<file path="src/rtl/pipe_ctrl_if.sv">
// Pipeline-control bundle between the hazard/redirect sources, pipe_ctrl and the
// PC / if_id / id_ex registers. The master side is the controller itself.
interface pipe_ctrl_if;
    logic        jump_en_i;
    logic [31:0] jump_addr_i;
    logic        ex_load_i;
    logic [4:0]  ex_rd_addr_i;
    logic [4:0]  id_rs1_addr_i;
    logic [4:0]  id_rs2_addr_i;
    logic        div_busy_i;
    logic        hold_req_i;

    logic        hold_ack_o;
    logic        pc_load_o;
    logic [31:0] pc_load_addr_o;
    logic        pc_stall_o;
    logic        if_id_stall_o;
    logic        if_id_flush_o;
    logic        id_ex_stall_o;
    logic        id_ex_flush_o;
    logic [1:0]  state_o;

    modport master (
        input  jump_en_i, jump_addr_i, ex_load_i, ex_rd_addr_i,
               id_rs1_addr_i, id_rs2_addr_i, div_busy_i, hold_req_i,
        output hold_ack_o, pc_load_o, pc_load_addr_o, pc_stall_o,
               if_id_stall_o, if_id_flush_o, id_ex_stall_o, id_ex_flush_o, state_o
    );

    modport slave (
        output jump_en_i, jump_addr_i, ex_load_i, ex_rd_addr_i,
               id_rs1_addr_i, id_rs2_addr_i, div_busy_i, hold_req_i,
        input  hold_ack_o, pc_load_o, pc_load_addr_o, pc_stall_o,
               if_id_stall_o, if_id_flush_o, id_ex_stall_o, id_ex_flush_o, state_o
    );
endinterface

</file>
<file path="src/rtl/pipe_ctrl.sv">
// IF/ID/EX sequencing controller: arbitrates redirect, divider busy, load-use
// and external hold, and drives PC load/stall plus if_id/id_ex stall/flush.
module pipe_ctrl #(
    parameter int unsigned FETCH_LAT    = 1,
    parameter int unsigned DRAIN_CYCLES = 2
) (
    input  logic       clk,
    input  logic       rst_n,
    pipe_ctrl_if.master bus
);
    typedef enum logic [1:0] {
        RUN   = 2'd0,
        FLUSH = 2'd1,
        DRAIN = 2'd2,
        HOLD  = 2'd3
    } state_t;

    localparam logic [3:0] FLUSH_INIT = (FETCH_LAT == 0) ? 4'd0 : 4'(FETCH_LAT - 1);
    localparam logic [3:0] DRAIN_INIT = 4'(DRAIN_CYCLES - 1);

    state_t     state;
    state_t     state_nxt;
    logic [3:0] cnt;
    logic [3:0] cnt_nxt;
    logic       lu;

    logic pc_load;
    logic pc_stall;
    logic if_id_stall;
    logic if_id_flush;
    logic id_ex_stall;
    logic id_ex_flush;

    assign lu = bus.ex_load_i && (bus.ex_rd_addr_i != 5'd0) &&
                ((bus.ex_rd_addr_i == bus.id_rs1_addr_i) ||
                 (bus.ex_rd_addr_i == bus.id_rs2_addr_i));

    always_comb begin
        state_nxt   = state;
        cnt_nxt     = cnt;
        pc_load     = 1'b0;
        pc_stall    = 1'b0;
        if_id_stall = 1'b0;
        if_id_flush = 1'b0;
        id_ex_stall = 1'b0;
        id_ex_flush = 1'b0;

        if (bus.jump_en_i) begin
            // A redirect wins from any state, including an in-progress drain.
            pc_load     = 1'b1;
            if_id_flush = 1'b1;
            id_ex_flush = 1'b1;
            if (FETCH_LAT == 0) begin
                state_nxt = RUN;
                cnt_nxt   = 4'd0;
            end else begin
                state_nxt = FLUSH;
                cnt_nxt   = FLUSH_INIT;
            end
        end else begin
            unique case (state)
                RUN: begin
                    if (bus.div_busy_i) begin
                        pc_stall    = 1'b1;
                        if_id_stall = 1'b1;
                        id_ex_stall = 1'b1;
                    end else if (lu) begin
                        pc_stall    = 1'b1;
                        if_id_stall = 1'b1;
                        id_ex_flush = 1'b1;
                    end else if (bus.hold_req_i) begin
                        state_nxt = DRAIN;
                        cnt_nxt   = DRAIN_INIT;
                    end
                end
                FLUSH: begin
                    if_id_flush = 1'b1;
                    if (cnt == 4'd0) state_nxt = RUN;
                    else             cnt_nxt   = cnt - 4'd1;
                end
                DRAIN: begin
                    // Bubbles keep flowing into EX unless the divider must keep its operand.
                    pc_stall    = 1'b1;
                    if_id_stall = 1'b1;
                    id_ex_stall = bus.div_busy_i;
                    id_ex_flush = !bus.div_busy_i;
                    if (!bus.hold_req_i)                         state_nxt = RUN;
                    else if (!bus.div_busy_i && cnt == 4'd0)     state_nxt = HOLD;
                    else if (!bus.div_busy_i)                    cnt_nxt   = cnt - 4'd1;
                end
                HOLD: begin
                    pc_stall    = 1'b1;
                    if_id_stall = 1'b1;
                    id_ex_flush = 1'b1;
                    if (!bus.hold_req_i) state_nxt = RUN;
                end
                default: state_nxt = RUN;
            endcase
        end
    end

    always_ff @(posedge clk or negedge rst_n) begin
        if (!rst_n) begin
            state <= RUN;
            cnt   <= 4'd0;
        end else begin
            state <= state_nxt;
            cnt   <= cnt_nxt;
        end
    end

    // Every output is forced low while reset is asserted, combinational ones included.
    assign bus.pc_load_o      = rst_n && pc_load;
    assign bus.pc_load_addr_o = (rst_n && pc_load) ? bus.jump_addr_i : 32'd0;
    assign bus.pc_stall_o     = rst_n && pc_stall;
    assign bus.if_id_stall_o  = rst_n && if_id_stall;
    assign bus.if_id_flush_o  = rst_n && if_id_flush;
    assign bus.id_ex_stall_o  = rst_n && id_ex_stall;
    assign bus.id_ex_flush_o  = rst_n && id_ex_flush;
    assign bus.hold_ack_o     = rst_n && (state == HOLD);
    assign bus.state_o        = rst_n ? state : RUN;
endmodule

</file>
<file path="src/flat_wrapper.sv">
// flat-port wrapper written by rule: the top's interface ports become plain ports
module pipe_ctrl_flat 
#(
    parameter int unsigned FETCH_LAT    = 1,
    parameter int unsigned DRAIN_CYCLES = 2
)
  (clk, rst_n, bus_jump_en_i, bus_jump_addr_i, bus_ex_load_i, bus_ex_rd_addr_i, bus_id_rs1_addr_i, bus_id_rs2_addr_i, bus_div_busy_i, bus_hold_req_i, bus_hold_ack_o, bus_pc_load_o, bus_pc_load_addr_o, bus_pc_stall_o, bus_if_id_stall_o, bus_if_id_flush_o, bus_id_ex_stall_o, bus_id_ex_flush_o, bus_state_o);
  pipe_ctrl_if bus_i ();
  input  logic clk;
  input  logic rst_n;
  input wire logic [$bits(bus_i.jump_en_i)-1:0] bus_jump_en_i;
  input wire logic [$bits(bus_i.jump_addr_i)-1:0] bus_jump_addr_i;
  input wire logic [$bits(bus_i.ex_load_i)-1:0] bus_ex_load_i;
  input wire logic [$bits(bus_i.ex_rd_addr_i)-1:0] bus_ex_rd_addr_i;
  input wire logic [$bits(bus_i.id_rs1_addr_i)-1:0] bus_id_rs1_addr_i;
  input wire logic [$bits(bus_i.id_rs2_addr_i)-1:0] bus_id_rs2_addr_i;
  input wire logic [$bits(bus_i.div_busy_i)-1:0] bus_div_busy_i;
  input wire logic [$bits(bus_i.hold_req_i)-1:0] bus_hold_req_i;
  output wire logic [$bits(bus_i.hold_ack_o)-1:0] bus_hold_ack_o;
  output wire logic [$bits(bus_i.pc_load_o)-1:0] bus_pc_load_o;
  output wire logic [$bits(bus_i.pc_load_addr_o)-1:0] bus_pc_load_addr_o;
  output wire logic [$bits(bus_i.pc_stall_o)-1:0] bus_pc_stall_o;
  output wire logic [$bits(bus_i.if_id_stall_o)-1:0] bus_if_id_stall_o;
  output wire logic [$bits(bus_i.if_id_flush_o)-1:0] bus_if_id_flush_o;
  output wire logic [$bits(bus_i.id_ex_stall_o)-1:0] bus_id_ex_stall_o;
  output wire logic [$bits(bus_i.id_ex_flush_o)-1:0] bus_id_ex_flush_o;
  output wire logic [$bits(bus_i.state_o)-1:0] bus_state_o;
  assign bus_i.jump_en_i = bus_jump_en_i;
  assign bus_i.jump_addr_i = bus_jump_addr_i;
  assign bus_i.ex_load_i = bus_ex_load_i;
  assign bus_i.ex_rd_addr_i = bus_ex_rd_addr_i;
  assign bus_i.id_rs1_addr_i = bus_id_rs1_addr_i;
  assign bus_i.id_rs2_addr_i = bus_id_rs2_addr_i;
  assign bus_i.div_busy_i = bus_div_busy_i;
  assign bus_i.hold_req_i = bus_hold_req_i;
  assign bus_hold_ack_o = bus_i.hold_ack_o;
  assign bus_pc_load_o = bus_i.pc_load_o;
  assign bus_pc_load_addr_o = bus_i.pc_load_addr_o;
  assign bus_pc_stall_o = bus_i.pc_stall_o;
  assign bus_if_id_stall_o = bus_i.if_id_stall_o;
  assign bus_if_id_flush_o = bus_i.if_id_flush_o;
  assign bus_id_ex_stall_o = bus_i.id_ex_stall_o;
  assign bus_id_ex_flush_o = bus_i.id_ex_flush_o;
  assign bus_state_o = bus_i.state_o;
  pipe_ctrl #(.FETCH_LAT(FETCH_LAT), .DRAIN_CYCLES(DRAIN_CYCLES)) u_core (.clk(clk), .rst_n(rst_n), .bus(bus_i));
endmodule
</file>
<file path="config.mk">
export PLATFORM = sky130hd
export DESIGN_NAME = pipe_ctrl_flat
export DESIGN_NICKNAME = d
export VERILOG_FILES = /design/src/rtl/pipe_ctrl_if.sv /design/src/rtl/pipe_ctrl.sv /design/src/flat_wrapper.sv
export SDC_FILE = /design/constraint.sdc
export NUM_CORES = 1
export LEC_CHECK = 0
export ABC_AREA = 1
export BUFFER_PORTS_ARGS = -buffer_cell sky130_fd_sc_hd__buf_2
export CAP_MARGIN = 20
export CORE_MARGIN = 3
export CORE_UTILIZATION = 35
export CTS_CLUSTER_DIAMETER = 100
export CTS_CLUSTER_SIZE = 8
export DETAILED_ROUTE_END_ITERATION = 10
export PLACE_DENSITY = 0.78
export SLEW_MARGIN = 25
export SYNTH_ARGS = -nofsm -noshare
export SYNTH_HDL_FRONTEND = slang
export SYNTH_SLANG_ARGS = --single-unit
</file>
<file path="constraint.sdc">
create_clock -name clk -period 4 [get_ports clk]
set_input_delay 0.4 -clock clk [delete_from_list [all_inputs] [get_ports clk]]
set_output_delay 0.4 -clock clk [all_outputs]
set_load 0.01 [all_outputs]
</file>
==> run summary <==
The run finished with clean final reports. In this run the deepest clock path goes through 2 buffers. The maximum fanout along the worst path is 33. The predominant post-synthesis flop cell is dfrtp_1. The CTS tree is done. The slew of the pin with the lowest slew margin came out at slightly above 900 ps. The finished layout cell area came out at 0.00162 mm^2. The number of hold buffers added after CTS was 0.

CTS built an H-tree with a depth of 1. The number of nets in the layout came out at about 370. The average size of a mapped cell is 5.21 um^2. For this configuration, the core starts out at a cell density of 38.4%. Of the synthesized area, sequential elements account for 13.5%. In this run the worst hold path is classified as input pin to async pin. The power density over the cells came out at 339 mW/mm^2. The number of storage elements in the synthesis netlist came out at 6. The number of antenna repair diodes came out at 0. STA classifies the critical path endpoint as a primary output.

The number of enable-type register cells in the synthesized netlist came out at 0. The count of antenna-violating nets left after detailed routing came out at 0. The startpoint identified for the worst register-to-register timing path is u_core.state[0]$_DFFE_PN0P_. Summing every instance area after synthesis gives around 0.0011 mm^2.

The post-route clock period utilization is 51.0%. Yosys printed 0 warnings. The clock tree skew after final layout is approximately 0.063 ps. Buffers placed on the I/O ports in this run total 93. The sum of net half-perimeters after detailed placement came out at 2710 um. By startpoint and endpoint, the worst setup path is classified as input pin to primary output.

Entering global routing, the biggest net connects 34 pins. The number of nets in the synthesized netlist is 273. Compared with the post-synthesis result, the final layout area differs by 45.5%.

The setup slack on the worst flop-to-flop path came out at 2420 ps. The share of async-settable or async-resettable flops after synthesis is 100%. The gate count of the mapped netlist is between 200 and 250.

The detailed router finished its first iteration with 33 violations. The setup TNS after final layout is 0 ps. The clock slew at the register clock pins of the worst setup and hold paths is 40 ps.

The maximum vdd drop came out at between 200 and 300 uV. The number of setup violations in the final report came out at 0. The horizontal extent of the die came out at 62.4 um. The data required time of the worst path is 3600 ps. The I/O pin count came out at 94. For this run, the total global-route usage over all layers was measured as 16.0%. The average wire per cell in the routed design is 9.05 um. The leakage power came out at 1.18 nW. The number of unique standard cell types used by synthesis is 28. CTS saw 6 sinks. The floorplan die area is ~0.0039 mm^2. The worst relative slew slack is between 30% and 40%.

The number of vias in the routed layout came out at between 1000 and 1500. The clock latency on the worst-skew pair is 240 ps. The max-capacitance violation count is 0. The number of hold violations in the final report was 0. The leading cell type in the layout, fill and taps excluded is buf_2.

The core area is 0.00290 mm^2. The post-CTS setup-driven buffer insertion count came out at 0. Setup repair after global routing left no endpoint under its margin. The number of resized instances in the post-cts repair step is 0.

The worst register-to-register path ends at u_core.cnt[2]$_DFFE_PN0P_. In this run the core area contains 19 standard-cell rows. The total placed instance area is between 0.0015 and 0.002 mm^2.

The via count of the first global-routing pass came to 1302. The via density per instance came out at between 4 and 5. Setup slack on the critical path of the routed design comes to 1960 ps. The total overflow reported by the global router came out at 0. CTS placed an instance of clkbuf_4 at the clock tree root. The DRC violation count after routing is 0.

The die height came out at 62.4 um. The worst reg2reg path depth is 10. The number of optimization iterations in the first detailed-route pass came out at 4. The final layout contains routed wiring with a total length of approximately 3100 um. The data arrival time of the worst path is 1640 ps.

The last weighted congestion value of the routability-driven placer came out at ~0.83. In the final layout, the share of cells above drive strength 1 is 36.8%. The startpoint class of the critical path is an input pin. The total count of max-transition violations in the final report is 0. The number of antenna violations at the first check in global routing came out at 0. The first global-routing pass estimated 5390 um of wire. Derived from the worst setup path, the maximum achievable clock frequency is 491 MHz.

The smallest clock period supported by the final layout is computed as around 2000 ps. The CTS buffer count is 3. Before CTS, the worst setup slack after placement is ~1900 ps. In the layout the commonest cells are 93 x buf_2, 54 x inv_1, 50 x nand2_1, 46 x nor2_1, 12 x nand3_1.
-- critical path, cell delays in order --
cell	delay, ps
buf_2	240
nand2_1	570
nor2_1	260
buf_2	160
-- final cells by class --
class | count | area, um^2
fill | 328 | 1280
tap | 42 | 52.6
clock buffer | 3 | 22.5
sequential | 6 | 150
timing repair buffer | 93 | 465
inverter | 60 | 228
multi-input combinational | 142 | 703
-- metrics by stage --
stage | total power, mW | instances | hold slack, ps | utilization, %
2_1_floorplan | 0.391 | 214 | 104 | -
3_3_place_gp | 0.494 | 343 | 278 | 55.1
3_5_place_dp | 0.498 | 343 | 282 | 55.1
4_1_cts | 0.557 | 346 | 18.6 | 55.9
5_1_grt | 0.625 | 346 | 16.2 | 55.9
6_report | 0.549 | 346 | 26.0 | 55.9
-- kinds of logic (layout without fill, tap and decap cells) --
kind of cell	after synthesis	count (layout)	synth area share, %
AO/OA/AOI/OAI	10	10	5.39
XOR/XNOR	4	4	3.14
buffers and inverters	66	156	23.5
adder cells (fa/ha/maj)	6	6	6.73
AND/OR/NAND/NOR	122	122	47.8
flip-flops	6	6	13.5
-- worst max-delay path by stage --
stage                                startpoint                     end  slack, ps
detailed placement                        rst_n  bus_pc_load_addr_o[15]       1910
finish                                    rst_n  bus_pc_load_addr_o[15]       1960
global route                              rst_n  bus_pc_load_addr_o[25]       1720
global placement                          rst_n  bus_pc_load_addr_o[15]       1930
CTS                                       rst_n  bus_pc_load_addr_o[15]       1900
floorplan           u_core.state[0]$_DFFE_PN0P_          bus_pc_stall_o       2250
-- state kept, by name, indices dropped and copies added (netlist names) --
signal	count
u_core.cnt	4
u_core.state	2
-- synth_stat cells, drive strengths merged (2+ instances only) --
cell    count  area share [%]
inv        59              20
nand2      53              19
nor2       49              18
nand3      14             7.9
dfrtp       6              13
ha          6             6.7
o21ai       5             2.6
a21oi       4             2.1
clkbuf      4             1.3
xnor2       4             3.1
buf         2             1.7
nor3        2            0.90
-- where the power goes --
group          switching [mW]  internal (mW)
Sequential             0.0260         0.0837
Clock                  0.0186         0.0337
Combinational           0.228          0.158
Total                   0.273          0.276
-- layer usage --
layer,track usage [%],up-vias,routed length [um]
met5,0,-,0
met4,2.48,0,0
met3,5.22,0,332
met2,30.2,61,1590
met1,17.6,610,1210
li1,-,800,-
Note: power is estimated with default switching activity, not from simulation.
